### src/rtl/gen_width_adapter_if.sv
// Sample-stream bundle for gen_width_adapter: input beat side and output beat side.
// master drives beats in and consumes beats out; slave is the adapter's view.
interface gen_width_adapter_if #(
    parameter int IN_WIDTH  = 12,
    parameter int OUT_WIDTH = 32,
    parameter int CHANNELS  = 4
) ();
    logic [CHANNELS*IN_WIDTH-1:0]  in_data;
    logic                          in_signed;
    logic                          in_valid;
    logic                          in_ready;
    logic [CHANNELS*OUT_WIDTH-1:0] out_data;
    logic [CHANNELS-1:0]           out_sat;
    logic                          out_valid;
    logic                          out_ready;

    modport master (
        output in_data, in_signed, in_valid, out_ready,
        input  in_ready, out_data, out_sat, out_valid
    );

    modport slave (
        input  in_data, in_signed, in_valid, out_ready,
        output in_ready, out_data, out_sat, out_valid
    );
endinterface

### src/rtl/gen_width_adapter.sv
// Per-channel sign/zero-extend or saturating narrow, 1-cycle latency, 2-entry skid for full-rate backpressure.
// Saturation event counter built only with GEN_WIDTH_ADAPTER_SAT_CNT_EN defined; otherwise sat_count reads 0.
module gen_width_adapter #(
    parameter int IN_WIDTH      = 12,
    parameter int OUT_WIDTH     = 32,
    parameter int CHANNELS      = 4,
    parameter int SAT_CNT_WIDTH = 16
) (
    input  logic                     clk,
    input  logic                     rst_n,
    gen_width_adapter_if.slave       bus,
    input  logic                     sat_clr,
    output logic [SAT_CNT_WIDTH-1:0] sat_count
);
    localparam int OW = CHANNELS * OUT_WIDTH;

    typedef enum logic [1:0] {EMPTY, ONE, FULL} state_e;

    state_e              state_q, state_d;
    logic [OW-1:0]       o_dat_q, o_dat_d, s_dat_q, s_dat_d, cv_dat;
    logic [CHANNELS-1:0] o_sat_q, o_sat_d, s_sat_q, s_sat_d, cv_sat;
    logic                in_rdy_q;
    logic                acc;

    for (genvar k = 0; k < CHANNELS; k++) begin : g_ch
        logic [IN_WIDTH-1:0]  x;
        logic [OUT_WIDTH-1:0] y;
        logic                 s;

        assign x = bus.in_data[k*IN_WIDTH +: IN_WIDTH];

        if (OUT_WIDTH > IN_WIDTH) begin : g_wide
            assign y = {{(OUT_WIDTH-IN_WIDTH){bus.in_signed & x[IN_WIDTH-1]}}, x};
            assign s = 1'b0;
        end else if (OUT_WIDTH == IN_WIDTH) begin : g_same
            assign y = x;
            assign s = 1'b0;
        end else begin : g_narrow
            // A signed value fits when every dropped bit equals the new sign bit.
            logic fits_s, fits_u;
            assign fits_s = (x[IN_WIDTH-1:OUT_WIDTH-1] == {(IN_WIDTH-OUT_WIDTH+1){x[IN_WIDTH-1]}});
            assign fits_u = ~|x[IN_WIDTH-1:OUT_WIDTH];

            always_comb begin
                y = x[OUT_WIDTH-1:0];
                s = 1'b0;
                if (bus.in_signed && !fits_s) begin
                    s = 1'b1;
                    y = x[IN_WIDTH-1] ? {1'b1, {(OUT_WIDTH-1){1'b0}}}
                                      : {1'b0, {(OUT_WIDTH-1){1'b1}}};
                end else if (!bus.in_signed && !fits_u) begin
                    s = 1'b1;
                    y = '1;
                end
            end
        end

        assign cv_dat[k*OUT_WIDTH +: OUT_WIDTH] = y;
        assign cv_sat[k]                        = s;
    end

    assign acc           = bus.in_valid & in_rdy_q;
    assign bus.in_ready  = in_rdy_q & rst_n;
    assign bus.out_valid = (state_q != EMPTY);
    assign bus.out_data  = o_dat_q;
    assign bus.out_sat   = o_sat_q;

    always_comb begin
        state_d = state_q;
        o_dat_d = o_dat_q;
        o_sat_d = o_sat_q;
        s_dat_d = s_dat_q;
        s_sat_d = s_sat_q;
        unique case (state_q)
            EMPTY: begin
                if (acc) begin
                    state_d = ONE;
                    o_dat_d = cv_dat;
                    o_sat_d = cv_sat;
                end
            end
            ONE: begin
                if (acc && bus.out_ready) begin
                    o_dat_d = cv_dat;
                    o_sat_d = cv_sat;
                end else if (acc) begin
                    state_d = FULL;
                    s_dat_d = cv_dat;
                    s_sat_d = cv_sat;
                end else if (bus.out_ready) begin
                    state_d = EMPTY;
                end
            end
            FULL: begin
                if (bus.out_ready) begin
                    state_d = ONE;
                    o_dat_d = s_dat_q;
                    o_sat_d = s_sat_q;
                end
            end
            default: state_d = EMPTY;
        endcase
    end

    always_ff @(posedge clk) begin
        if (!rst_n) begin
            state_q  <= EMPTY;
            o_dat_q  <= '0;
            o_sat_q  <= '0;
            s_dat_q  <= '0;
            s_sat_q  <= '0;
            in_rdy_q <= 1'b1;
        end else begin
            state_q  <= state_d;
            o_dat_q  <= o_dat_d;
            o_sat_q  <= o_sat_d;
            s_dat_q  <= s_dat_d;
            s_sat_q  <= s_sat_d;
            in_rdy_q <= (state_d != FULL);
        end
    end

`ifdef GEN_WIDTH_ADAPTER_SAT_CNT_EN
    logic [SAT_CNT_WIDTH-1:0] cnt_q, cnt_d;

    // Clear wins over a same-cycle event; the count parks at all-ones.
    always_comb begin
        cnt_d = cnt_q;
        if (sat_clr) begin
            cnt_d = '0;
        end else if (acc && (|cv_sat) && !(&cnt_q)) begin
            cnt_d = cnt_q + SAT_CNT_WIDTH'(1);
        end
    end

    always_ff @(posedge clk) begin
        if (!rst_n) begin
            cnt_q <= '0;
        end else begin
            cnt_q <= cnt_d;
        end
    end

    assign sat_count = cnt_q;
`else
    logic unused_sat_clr;
    assign unused_sat_clr = sat_clr;
    assign sat_count      = '0;
`endif
endmodule

### src/flat_wrapper.sv
// flat-port wrapper written by rule: the top's interface ports become plain ports
module gen_width_adapter_flat 
#(
    parameter int IN_WIDTH      = 12,
    parameter int OUT_WIDTH     = 32,
    parameter int CHANNELS      = 4,
    parameter int SAT_CNT_WIDTH = 16
)
  (clk, rst_n, sat_clr, sat_count, bus_in_data, bus_in_signed, bus_in_valid, bus_out_ready, bus_in_ready, bus_out_data, bus_out_sat, bus_out_valid);
  gen_width_adapter_if #(.IN_WIDTH(IN_WIDTH), .OUT_WIDTH(OUT_WIDTH), .CHANNELS(CHANNELS)) bus_i ();
  input  logic clk;
  input  logic rst_n;
  input  logic sat_clr;
  output logic [SAT_CNT_WIDTH-1:0] sat_count;
  input wire logic [$bits(bus_i.in_data)-1:0] bus_in_data;
  input wire logic [$bits(bus_i.in_signed)-1:0] bus_in_signed;
  input wire logic [$bits(bus_i.in_valid)-1:0] bus_in_valid;
  input wire logic [$bits(bus_i.out_ready)-1:0] bus_out_ready;
  output wire logic [$bits(bus_i.in_ready)-1:0] bus_in_ready;
  output wire logic [$bits(bus_i.out_data)-1:0] bus_out_data;
  output wire logic [$bits(bus_i.out_sat)-1:0] bus_out_sat;
  output wire logic [$bits(bus_i.out_valid)-1:0] bus_out_valid;
  assign bus_i.in_data = bus_in_data;
  assign bus_i.in_signed = bus_in_signed;
  assign bus_i.in_valid = bus_in_valid;
  assign bus_i.out_ready = bus_out_ready;
  assign bus_in_ready = bus_i.in_ready;
  assign bus_out_data = bus_i.out_data;
  assign bus_out_sat = bus_i.out_sat;
  assign bus_out_valid = bus_i.out_valid;
  gen_width_adapter #(.IN_WIDTH(IN_WIDTH), .OUT_WIDTH(OUT_WIDTH), .CHANNELS(CHANNELS), .SAT_CNT_WIDTH(SAT_CNT_WIDTH)) u_core (.clk(clk), .rst_n(rst_n), .bus(bus_i), .sat_clr(sat_clr), .sat_count(sat_count));
endmodule
### config.mk
export PLATFORM = sky130hd
export DESIGN_NAME = gen_width_adapter_flat
export DESIGN_NICKNAME = d
export VERILOG_FILES = /design/src/rtl/gen_width_adapter_if.sv /design/src/rtl/gen_width_adapter.sv /design/src/flat_wrapper.sv
export SDC_FILE = /design/constraint.sdc
export NUM_CORES = 1
export LEC_CHECK = 0
export BUFFER_PORTS_ARGS = -buffer_cell sky130_fd_sc_hd__clkbuf_2
export CORE_MARGIN = 8
export CORE_UTILIZATION = 49
export DETAILED_ROUTE_END_ITERATION = 10
export HOLD_SLACK_MARGIN = 0.03
export MAX_ROUTING_LAYER = met4
export PLACE_DENSITY_LB_ADDON = 0.15
export SYNTH_ARGS = -nofsm -noshare
export SYNTH_HDL_FRONTEND = slang
export SYNTH_SLANG_ARGS = --single-unit
### constraint.sdc
create_clock -name clk -period 2 [get_ports clk]
set_clock_uncertainty 0.1 [all_clocks]
set_input_delay 0.1 -clock clk [delete_from_list [all_inputs] [get_ports clk]]
set_output_delay 0.1 -clock clk [all_outputs]
set_load 0.03 [all_outputs]
[Yosys cells after proc, flatten, opt, wreduce, memory -nomap -nowiden]
Index checks and enable logic that the tools add are counted.
Widths: inputs -> output; s select.
Operators by class
  multiplexer cells: 14
  reduce and logical (&&, ||, !) cells: 6
  bitwise logic cells: 7
  equality and inequality tests: 6
Operator list (number)
  $mux 128: 3
  $pmux 128 s3: 1
  $mux 4: 3
  $pmux 4 s3: 1
  $mux 2: 5
  $and 1x1->1: 6
  $pmux 2 s3: 1
  $ne 2x1->1 const B: 2
  $ne 2x2->1 const B: 2
  $reduce_and 4->1: 1
  $reduce_and 3->1: 1
  $reduce_bool 3->1: 1
  $eq 2x1->1 const B: 1
  $eq 2x2->1 const B: 1
  $logic_not 2->1: 1
  $reduce_bool 2->1: 1
  $logic_and 1x1->1: 1
  $not 1->1: 1
Storage, ports and cells
  bits of input ports: 54
  flip-flop bits (word level): 244
  output and inout bits: 150

[Longest topological paths before layout]
Gate-level depths: netlist of run 1.
  depth in word-level cells: 5
  depth in mapped cells: 7
  mapped depth without buffers: 4

[Worst setup path before layout of run 1]
No wires, ideal clock.
  path kind: register -> register
  start point: register u_core.state_q[1]
  end point: register u_core.o_dat_q[33] (netlist: u_core.bus.out_data[33])
  required time: 1.784 ns
  library setup time: 0.116 ns
  stages on the path, launching flop included: 8
  arrival time: 1.417 ns
  period minus slack after synthesis: 1.633 ns
  path slack: 0.367 ns
  cell sequence: dfxtp_1 -> buf_2 -> or2_4 -> o211ai_2 -> buf_4 -> buf_6 -> nand3_1 -> o211a_1
On the way
  word-level cells in the longest chain between the ends: 3
Ends and longest elaborated chain
  from (decl): RTL line gen_width_adapter.sv:19  | state_e state_q, state_d;
  from (signal assigned): RTL line gen_width_adapter.sv:114  | state_q <= state_d;
  $eq 2x1->1 (tied with other cells): RTL line gen_width_adapter.sv:74  | unique case (state_q)
  $ne 2x1->1 (no source line) (tied with other cells)
  $reduce_and 4->1 (no source line)
  to (signal assigned): RTL line gen_width_adapter.sv:115  | o_dat_q <= o_dat_d;
  to (decl): RTL line gen_width_adapter.sv:20  | logic [OW-1:0] o_dat_q, o_dat_d, s_dat_q, s_dat_d, cv_dat;
Parallel ways exist; a longest one is shown, timed or not.
A chain may end at the register's enable or synchronous reset.

[Worst setup path in the final report of run 1]
  start point: input bus_out_ready
  end point: register u_core.s_dat_q[100]
On the way
  word-level cells in the longest chain between the ends: 3
Ends and longest elaborated chain
  from (decl): RTL line flat_wrapper.sv:18  | input wire logic [$bits(bus_i.out_ready)-1:0] bus_out_ready;
  $logic_and 1x1->1: RTL line gen_width_adapter.sv:83  | if (acc && bus.out_ready) begin
  $not 1->1 (no source line)
  $reduce_and 3->1 (no source line)
  to (signal assigned): RTL line gen_width_adapter.sv:117  | s_dat_q <= s_dat_d;
  to (decl): RTL line gen_width_adapter.sv:20
No other way between the ends.

==> reports/metrics.csv, run 1 <==
stage,metric,value,unit
clock_network,clk_latency,360,ps
setup_path,cp_max_fo,27,
floorplanning,row_count,37,
placement,postPlaceCellArea,5580,µm²
cells_and_area,fin_util,0.610,
synth,yosysSeqAreaShare,0.413,
power_and_ir_drop,p_per_area,844,nW/µm²
synth,syn-cell-area,5190,µm²
clock_network,cts.sinks,107,
cells_and_area,final_area,6300,µm²
power_and_ir_drop,ir_worst_vdd,0.500,mV
placement,post-place-ws,157,ps
synth,synth_edf_count,0,
sta,finalCriticalPeriod,1840,ps
drt,first_pass_iters,4,
setup_path,crit_arrival,2000,ps
clock_network,cts_buffer_depth,2,
global_route,grt_max_degree,73,
floorplanning,fp.coreArea,10300,µm²
synth,ys_ff_latch,107,
floorplanning,fp.dieW,119,µm
clock_network,clk_pin_slew,100,ps
setup_path,crit_chain,dlygate4sd3_1 -> clkbuf_2 -> nand2b_1 -> or3_2 -> buf_12 -> nand2_1 -> a21boi_0,
clock_network,cts_buffers,9,
cells_and_area,drive_gt1_frac,0.286,
setup_path,endpoint_kind,flip-flop,
sta,hold_violations,0,
synth,synth_cells,634,
floorplanning,io_pins,204,
synth,async_flop_share,0,
placement,port_buffers,182,
synth,synth_top_area_cell,dfxtp_1,
setup_path,crit_path_start_kind,input pin,
drt,wl_per_cell,14.0,µm
sta,layout_setup_ws,155,ps
sta,fmax,542,MHz
synth,synthTopCellsByCount,"nand2_1, dfxtp_1, buf_4",
drt,route.detailed.vias_per_inst,4.90,
drt,drt_iter0_drc,238,
cells_and_area,finalNetCount,819,
clock_network,htreeDepth,3,
global_route,grt_pass1_vias,4449,
drt,drc,0,
sta,setup_viol,0,
clock_network,cts_tree,yes,
global_route,grt_first_pass_wirelength,21300,µm
cells_and_area,final_cells,906,
floorplanning,start_util,0.502,
sta,slew_viol_final,0,
worst_hold_path,min_path_type,input pin to flip-flop,
cells_and_area,areaGrowthSynthToFinish,21.5,%
global_route,grt_usage,0.183,
setup_path,worstPathRequired,2150,ps
sta,relSlewSlack,0.610,
synth,synth_top_area_frac,0.413,
sta,rsz0062_at_grt,false,
drt,drtAntennaViolNets,0,
synth,synth_most_common_cell,nand2_1,
status,status,completed,
sta,fin_setup_tns,0,ps
power_and_ir_drop,p_leak,3.24,nW
synth,syn_avg_cell_area,8.18,µm²
setup_path,slowest_delay,600,ps
placement,hpwl,8390,µm
setup_path,cpMaxStageDelayCell,or3_2,
job,max_cap_violations,0,
floorplanning,fp.dieH,119,µm
placement,placedCellCount,840,
synth,yosysUniqueCellTypes,26,
cells_and_area,n_antenna_cell,0,
drt,wirelength,12600,µm
global_route,antenna_found_initial,0,
setup_path,crit_type,input pin to flip-flop,
synth,ys.warnings.count,0,
clock_network,cts_root_buffer,clkbuf_8,
global_route,grt_overflow,0,
clock_network,cts_setup_buffers,0,
floorplanning,die_area,14100,µm²
placement,gp_congestion,0.745,
sta,fin_crit_sh,0.922,
synth,synthTopCellsByArea,"dfxtp_1, buf_4, nand2_1, o211a_1, a21boi_0",
drt,vias,4443,
synth,ys.flop_type,dfxtp_1,
sta,tightest_slew,584,ps
-- per-layer routing --
| layer | share of wire | vias up | routed length [µm] | GRT usage |
|---|---|---|---|---|
| met5 | 0 | - | 0 | - |
| met4 | 0.016 | 0 | 197 | 0.0640 |
| met3 | 0.074 | 16 | 937 | 0.0576 |
| met2 | 0.48 | 137 | 6060 | 0.308 |
| met1 | 0.43 | 2047 | 5440 | 0.200 |
| li1 | - | 2243 | - | - |
-- worst max-delay path: cells and delay by family --
family	cells	cell delay, ps
and+or+nand+nor	3	880
buffers and inverters	3	920
AOI/OAI and AO/OA	1	90
-- area by class of cell --
| cell class | count | area [µm²] |
|---|---|---|
| Sequential cell | 107 | 2140 |
| Clock inverter | 7 | 97.6 |
| Multi-Input combinational cell | 402 | 2200 |
| Tap cell | 136 | 170 |
| Clock buffer | 9 | 124 |
| Timing Repair Buffer | 245 | 1570 |
| Fill cell | 915 | 4020 |
-- cells in the final DEF, fill, tap and decap left out, types with 8 or more instances in the layout --
cell type and instances:
nand2_1 201, a21boi_0 43, clkbuf_8 9, buf_4 8
o211a_1 52, conb_1 20, dlygate4sd3_1 50, a21boi_1 9
dfxtp_1 106, clkbuf_2 181, nand3_1 60
-- final timing paths --
kind | from | end | slack (ps) | depth (start not counted)
max | bus_out_ready | u_core.s_dat_q[100]$_SDFFE_PN0P_ | 160 | 7
min reg2reg | u_core.s_dat_q[68]$_SDFFE_PN0P_ | u_core.s_dat_q[68]$_SDFFE_PN0P_ | 360 | 2
max reg2reg | u_core.state_q[0]$_SDFF_PN0_ | u_core.s_dat_q[100]$_SDFFE_PN0P_ | 230 | 5
min | rst_n | u_core.bus.out_data[10]$_SDFFE_PN0P_ | 140 | 2
-- state kept, by name, indices dropped and copies added, names as in the netlist --
signal	count
u_core.bus.out_data	52
u_core.in_rdy_q	1
u_core.s_dat_q	52
u_core.state_q	2
-- report_power, final --
part           leakage, nW  switching, mW  total [mW]  internal, mW
Clock                0.106          0.751        1.46         0.712
Combinational         2.25           1.00        1.47         0.465
Sequential           0.878          0.113        2.39          2.28
-- repair_timing --
| action | in CTS | in global routing |
|---|---|---|
| resized for setup | 0 | 1 |
| hold buffers | 50 | 0 |
| endpoints found under the hold margin | 100 | 0 |
| setup endpoints to repair | 0 | 1 |
-- stage by stage --
step           hold slack [ps]  power, mW
3_3_place_gp               232       3.83
2_1_floorplan             76.1       3.65
5_1_grt                    138       5.57
4_1_cts                    122       5.38
6_report                   140       5.32
3_5_place_dp               231       3.84
-- cells by family (layout without fill, tap and decap cells) --
| logic type | count (synthesis) | after routing | synth area share |
|---|---|---|---|
| buf+inv | 144 | 261 | 0.182 |
| other cells | 1 | 20 | 0.000723 |
| simple gates | 274 | 274 | 0.221 |
| compound gates | 107 | 107 | 0.180 |
| mux | 1 | 1 | 0.00217 |
| flops | 107 | 107 | 0.413 |
Power figures use the tool's default switching activity.
==> run 2: changes to the inputs <==
CORE_ASPECT_RATIO = 1.4   (was default)
==> run 2 against run 1 <==
Non-clock buffer count rose by 1. Clock power rose by 17%. Combinational power barely moved. Via count rose by 0.16%. Largest power group unchanged. Largest cell class unchanged.
==> reports/metrics.csv, run 2 (synthesis gave the netlist of run 1 again) <==
stage,metric,value,unit,change
cells_and_area,areaGrowthSynthToFinish,22.2,%,was 21.5%
global_route,grt_first_pass_wirelength,19900,µm,was 21300 µm
clock_network,cts_resized,0,,unchanged
power_and_ir_drop,p_comb_frac,0.263,,was 0.276
clock_network,htreeDepth,3,,unchanged
floorplanning,row_count,44,,was 37
clock_network,cts_setup_buffers,0,,unchanged
sta,fin_setup_tns,0,ps,unchanged
drt,drtAntennaViolNets,0,,unchanged
drt,route.detailed.vias_per_inst,4.91,,was 4.90
floorplanning,fp.dieH,138,µm,was 119 µm
clock_network,cts_root_buffer,clkbuf_16,,was clkbuf_8
global_route,grt_use_met3,0.0384,,was 0.0576
global_route,grt_overflow,0,,unchanged
placement,gp_congestion,0.763,,was 0.745
power_and_ir_drop,swShare,0.331,,was 0.351
floorplanning,io_pins,204,,unchanged
cells_and_area,fill_cells,920,,was 915
cells_and_area,final_common_cell,nand2_1,,unchanged
setup_path,cp_max_fo,25,,was 27
global_route,grt_usage,0.180,,was 0.183
sta,setup_viol,0,,unchanged
power_and_ir_drop,p_leak,3.26,nW,was 3.24 nW
sta,fin_crit_sh,0.884,,was 0.922
setup_path,endpoint_kind,flip-flop,,unchanged
floorplanning,fp.coreArea,10300,µm²,about the same
sta,tightest_slew,588,ps,was 584 ps
setup_path,crit_chain,dlygate4sd3_1 -> clkbuf_2 -> nand2b_1 -> or3_2 -> buf_4 -> nand2_1 -> a21boi_0,,was dlygate4sd3_1 -> clkbuf_2 -> nand2b_1 -> or3_2 -> buf_12 -> nand2_1 -> a21boi_0
cells_and_area,drive_gt1_frac,0.281,,was 0.286
setup_path,crit_arrival,1880,ps,was 2000 ps
clock_network,clk_latency,340,ps,was 360 ps
sta,rsz0062_at_grt,false,,unchanged
sta,fmax,566,MHz,was 542 MHz
sta,finalCriticalPeriod,1770,ps,was 1840 ps
placement,postPlaceCellArea,5550,µm²,was 5580 µm²
cells_and_area,finalNetCount,820,,was 819
drt,wirelength,12500,µm,was 12600 µm
drt,drc,0,,unchanged
global_route,grt_pass1_vias,4169,,was 4449
sta,relSlewSlack,0.607,,was 0.610
power_and_ir_drop,ir_worst_vdd,0.543,mV,was 0.500 mV
cells_and_area,fin_util,0.613,,was 0.610
global_route,busiest_layer,met2,,unchanged
drt,first_pass_iters,4,,unchanged
drt,drt_iter0_drc,235,,was 238
global_route,grt_use_met2,0.309,,was 0.308
global_route,use_met1,0.202,,was 0.200
clock_network,cts_buffer_depth,2,,unchanged
power_and_ir_drop,clkPwrFrac,0.307,,was 0.275
sta,slew_viol_final,0,,unchanged
setup_path,crit_path_start_kind,input pin,,unchanged
status,status,completed,,unchanged
power_and_ir_drop,power,5.57,mW,was 5.32 mW
cells_and_area,final_area,6340,µm²,was 6300 µm²
clock_network,cts_hold_buf,51,,was 50
clock_network,cts.sinks,107,,unchanged
setup_path,critical_path_buf_inv_count,3,,unchanged
clock_network,cts_buffers,9,,unchanged
setup_path,slowest_delay,540,ps,was 600 ps
power_and_ir_drop,intPower,3.73,mW,was 3.45 mW
worst_hold_path,min_path_type,input pin to flip-flop,,unchanged
clock_network,clk_pin_slew,70,ps,was 100 ps
setup_path,worstPathRequired,2120,ps,was 2150 ps
power_and_ir_drop,p_per_area,879,nW/µm²,was 844 nW/µm²
placement,port_buffers,182,,unchanged
setup_path,crit_type,input pin to flip-flop,,unchanged
job,max_cap_violations,0,,unchanged
cells_and_area,final_cell_mix,"nand2_1, clkbuf_2, dfxtp_1, nand3_1, o211a_1",,unchanged
drt,vias,4450,,was 4443
power_and_ir_drop,p_switching,1.84,mW,was 1.87 mW
global_route,antenna_found_initial,0,,unchanged
sta,hold_violations,0,,unchanged
floorplanning,start_util,0.501,,was 0.502
power_and_ir_drop,p_seq_frac,0.429,,was 0.449
global_route,grt_max_degree,61,,was 73
cells_and_area,n_antenna_cell,0,,unchanged
setup_path,cpMaxStageDelayCell,dlygate4sd3_1,,was or3_2
setup_path,path_delay_family,buffers and inverters,,unchanged
floorplanning,fp.dieW,103,µm,was 119 µm
floorplanning,die_area,14200,µm²,was 14100 µm²
drt,wl_per_cell,13.8,µm,was 14.0 µm
clock_network,cts_tree,yes,,unchanged
placement,hpwl,8260,µm,was 8390 µm
[run 2: worst min-delay path, cell delays in order]
cell and delay [ps]:
clkbuf_2 170, nand3_1 110, a21boi_0 60
[run 2: layout make-up]
class,count,area (µm²),area share
Timing Repair Buffer,246,1550,0.244
Tap cell,138,173,0.0272
Clock buffer,11,243,0.0383
Clock inverter,3,40.0,0.00632
Sequential cell,107,2140,0.338
Multi-Input combinational cell,402,2200,0.346
[run 2: metrics by stage]
step                      setup slack, ps  hold slack (ps)  std cells
after global placement                312              225        842
after floorplan                       367             76.1        653
final                                 233             58.1        907
after detailed placement              257              232        842
after global routing                  153             76.7        907
after CTS                             248             52.2        907
[run 2: power groups by stage]
stage	combinational (mW)	clock [mW]	sequential (mW)
floorplan	1.00	0	2.65
global placement	1.39	0	2.43
detailed placement	1.40	0	2.44
CTS	1.48	1.76	2.39
global route	1.57	1.83	2.41
finish	1.47	1.71	2.39
[run 2: metal layers]
metal | routed length (µm) | part of all wire
met5 | 0 | 0
met4 | 163 | 0.013
met3 | 999 | 0.080
met2 | 6210 | 0.50
met1 | 5160 | 0.41
[run 2: path summary, 6_finish.rpt]
kind	startpoint	cells after the start	endpoint	slack, ps
hold reg to reg	u_core.s_dat_q[68]$_SDFFE_PN0P_	2	u_core.s_dat_q[68]$_SDFFE_PN0P_	350
setup / recovery	bus_out_ready	7	u_core.s_dat_q[4]$_SDFFE_PN0P_	230
setup reg to reg	u_core.state_q[0]$_SDFF_PN0_	5	u_core.s_dat_q[4]$_SDFFE_PN0P_	250
hold / removal	bus_in_signed	3	u_core.s_dat_q[31]$_SDFFE_PN0P_	60
==> run 3: changes to the inputs <==
CTS_BUF_LIST = sky130_fd_sc_hd__clkbuf_4 sky130_fd_sc_hd__clkbuf_8 sky130_fd_sc_hd__clkbuf_16   (was default)
MAX_ROUTING_LAYER = default   (was met4)
==> run 3 against run 2 <==
Count of clock-buffer cells in the layout did not move. Wire length decreased by 0.12%. Setup slack worse by 6.0 ps. Cell count is the same. Die area is the same. Hold slack lost 5.7 ps. Register-to-register slack hardly changed. Sequential share of layout area about the same. Combinational power hardly changed. Critical path depth is the same. Design area is essentially flat. Critical path type unchanged.
==> reports/metrics.csv, run 3 (synthesis gave the netlist of run 1 again) <==
stage,metric,value,unit,change
status,status,completed,,unchanged
clock_network,clk_pin_slew,70,ps,about the same
cells_and_area,areaGrowthSynthToFinish,22.3,%,was 22.2%
setup_path,crit_chain,dlygate4sd3_1 -> clkbuf_2 -> nand2b_1 -> or3_2 -> buf_4 -> nand2_1 -> a21boi_0,,unchanged
power_and_ir_drop,p_comb_frac,0.263,,about the same
power_and_ir_drop,clkPwrFrac,0.309,,was 0.307
sta,setup_viol,0,,unchanged
setup_path,rrSetupSlack,240,ps,was 250 ps
drt,vias,4437,,was 4450
setup_path,cp_max_fo,25,,unchanged
floorplanning,start_util,0.501,,unchanged
setup_path,endpoint_kind,flip-flop,,unchanged
setup_path,rr_worst_depth,5,,unchanged
drt,wirelength,12500,µm,about the same
setup_path,cpMaxStageDelayCell,dlygate4sd3_1,,unchanged
placement,port_buffers,182,,unchanged
cells_and_area,final_cell_mix,"nand2_1, clkbuf_2, dfxtp_1, nand3_1, o211a_1",,unchanged
power_and_ir_drop,p_per_area,880,nW/µm²,was 879 nW/µm²
setup_path,crit_type,input pin to flip-flop,,unchanged
power_and_ir_drop,power,5.58,mW,was 5.57 mW
sta,relSlewSlack,0.607,,about the same
clock_network,cts_tree,yes,,unchanged
clock_network,cts_buffers,9,,unchanged
cells_and_area,finalNetCount,820,,unchanged
global_route,grt_usage,0.174,,was 0.180
clock_network,cts_resized,0,,unchanged
sta,fmax,564,MHz,was 566 MHz
sta,fin_setup_tns,0,ps,unchanged
drt,drc,0,,unchanged
global_route,grt_max_degree,61,,unchanged
setup_path,crit_end,u_core.s_dat_q[4]$_SDFFE_PN0P_,,unchanged
sta,finalCriticalPeriod,1770,ps,about the same
setup_path,crit_arrival,1890,ps,was 1880 ps
drt,drtAntennaViolNets,0,,unchanged
drt,first_pass_iters,5,,was 4
cells_and_area,drive_gt1_frac,0.282,,was 0.281
cells_and_area,n_antenna_cell,0,,unchanged
setup_path,slowest_delay,540,ps,about the same
power_and_ir_drop,p_seq_frac,0.428,,was 0.429
clock_network,htreeDepth,3,,unchanged
power_and_ir_drop,ir_worst_vdd,0.542,mV,was 0.543 mV
power_and_ir_drop,intPower,3.74,mW,was 3.73 mW
floorplanning,fp.coreArea,10300,µm²,unchanged
clock_network,clk_latency,340,ps,about the same
clock_network,cts_setup_buffers,0,,unchanged
worst_hold_path,min_path_type,input pin to flip-flop,,unchanged
global_route,grt_overflow,0,,unchanged
global_route,grt_first_pass_wirelength,19800,µm,was 19900 µm
setup_path,r2r-end,u_core.s_dat_q[4]$_SDFFE_PN0P_,,unchanged
sta,slew_viol_final,0,,unchanged
drt,wl_per_cell,13.8,µm,about the same
job,max_cap_violations,0,,unchanged
setup_path,rr_startpoint,u_core.state_q[0]$_SDFF_PN0_,,unchanged
floorplanning,die_area,14200,µm²,unchanged
setup_path,cp-startpoint,bus_out_ready,,unchanged
clock_network,cts.sinks,107,,unchanged
floorplanning,row_count,44,,unchanged
global_route,antenna_found_initial,0,,unchanged
floorplanning,fp.dieH,138,µm,unchanged
power_and_ir_drop,p_switching,1.84,mW,about the same
placement,hpwl,8260,µm,unchanged
floorplanning,fp.dieW,103,µm,unchanged
power_and_ir_drop,swShare,0.329,,was 0.331
sta,fin_crit_sh,0.887,,was 0.884
floorplanning,io_pins,204,,unchanged
placement,gp_congestion,0.754,,was 0.763
drt,drt_iter0_drc,219,,was 235
setup_path,crit_path_start_kind,input pin,,unchanged
cells_and_area,final_common_cell,nand2_1,,unchanged
clock_network,cts_buffer_depth,2,,unchanged
global_route,grt_pass1_vias,4178,,was 4169
power_and_ir_drop,p_leak,3.27,nW,was 3.26 nW
sta,rsz0062_at_grt,false,,unchanged
clock_network,cts_root_buffer,clkbuf_16,,unchanged
sta,hold_violations,0,,unchanged
sta,tightest_slew,588,ps,about the same
setup_path,worstPathRequired,2120,ps,about the same
drt,route.detailed.vias_per_inst,4.89,,was 4.91
==> run 3: cell counts in the layout (fill, tap and decap cells not counted) <==
Identical to the previous run, type by type.
==> run 3: layer usage <==
metal | track usage | share of wire
met5 | 0 | 0
met4 | 0.0573 | 0.013
met3 | 0.0450 | 0.086
met2 | 0.312 | 0.50
met1 | 0.193 | 0.40
==> run 3: repair_timing <==
action / in CTS / in global routing
endpoints found under the hold margin: 88 / 0
endpoints found under the setup margin: 0 / 0
hold buffers: 51 / 0
==> run 3: critical path, delay by kind of cell <==
family	cells	cell delay (ps)
buffers and inverters	3	920
AND/OR/NAND/NOR	3	760
AO/OA/AOI/OAI	1	100
==> run 3: worst min path at each step <==
stage | from | to | slack [ps] | cells after the start
after CTS | bus_in_signed | u_core.s_dat_q[31]$_SDFFE_PN0P_ | 50 | 3
after global placement | bus_out_ready | u_core.state_q[1]$_SDFF_PN0_ | 220 | 2
after floorplan | bus_out_ready | u_core.state_q[1]$_SDFF_PN0_ | 80 | 1
final | bus_in_signed | u_core.s_dat_q[31]$_SDFFE_PN0P_ | 50 | 3
after detailed placement | bus_out_ready | u_core.state_q[1]$_SDFF_PN0_ | 230 | 2
after global routing | bus_in_signed | u_core.s_dat_q[31]$_SDFFE_PN0P_ | 80 | 3
==> run 3: stage by stage <==
| step | util | setup slack, ps | instance area [µm²] | instances | hold slack (ps) |
|---|---|---|---|---|---|
| final | 0.613 | 227 | 6340 | 907 | 52.4 |
| after global routing | 0.613 | 158 | 6340 | 907 | 76.7 |
| after CTS | 0.613 | 248 | 6340 | 907 | 52.2 |
| after detailed placement | 0.536 | 257 | 5550 | 842 | 232 |
| after global placement | 0.536 | 312 | 5550 | 842 | 225 |
| after floorplan | - | 367 | 5260 | 653 | 76.1 |
==> run 3: final cells by class <==
cell class,instances,area (µm²)
clock buffers,11,246
fillers,921,4010
well taps,138,173
flip-flops and latches,107,2140
repair buffers,246,1550
multi-input cells,402,2200
clock inverters,3,40.0
==> run 3: power by group through the flow <==
stage / sequential, mW / clock, mW / combinational (mW)
floorplan: 2.65 / 0 / 1.00
finish: 2.39 / 1.73 / 1.47
CTS: 2.39 / 1.77 / 1.48
detailed placement: 2.44 / 0 / 1.40
global route: 2.41 / 1.84 / 1.57
global placement: 2.43 / 0 / 1.39
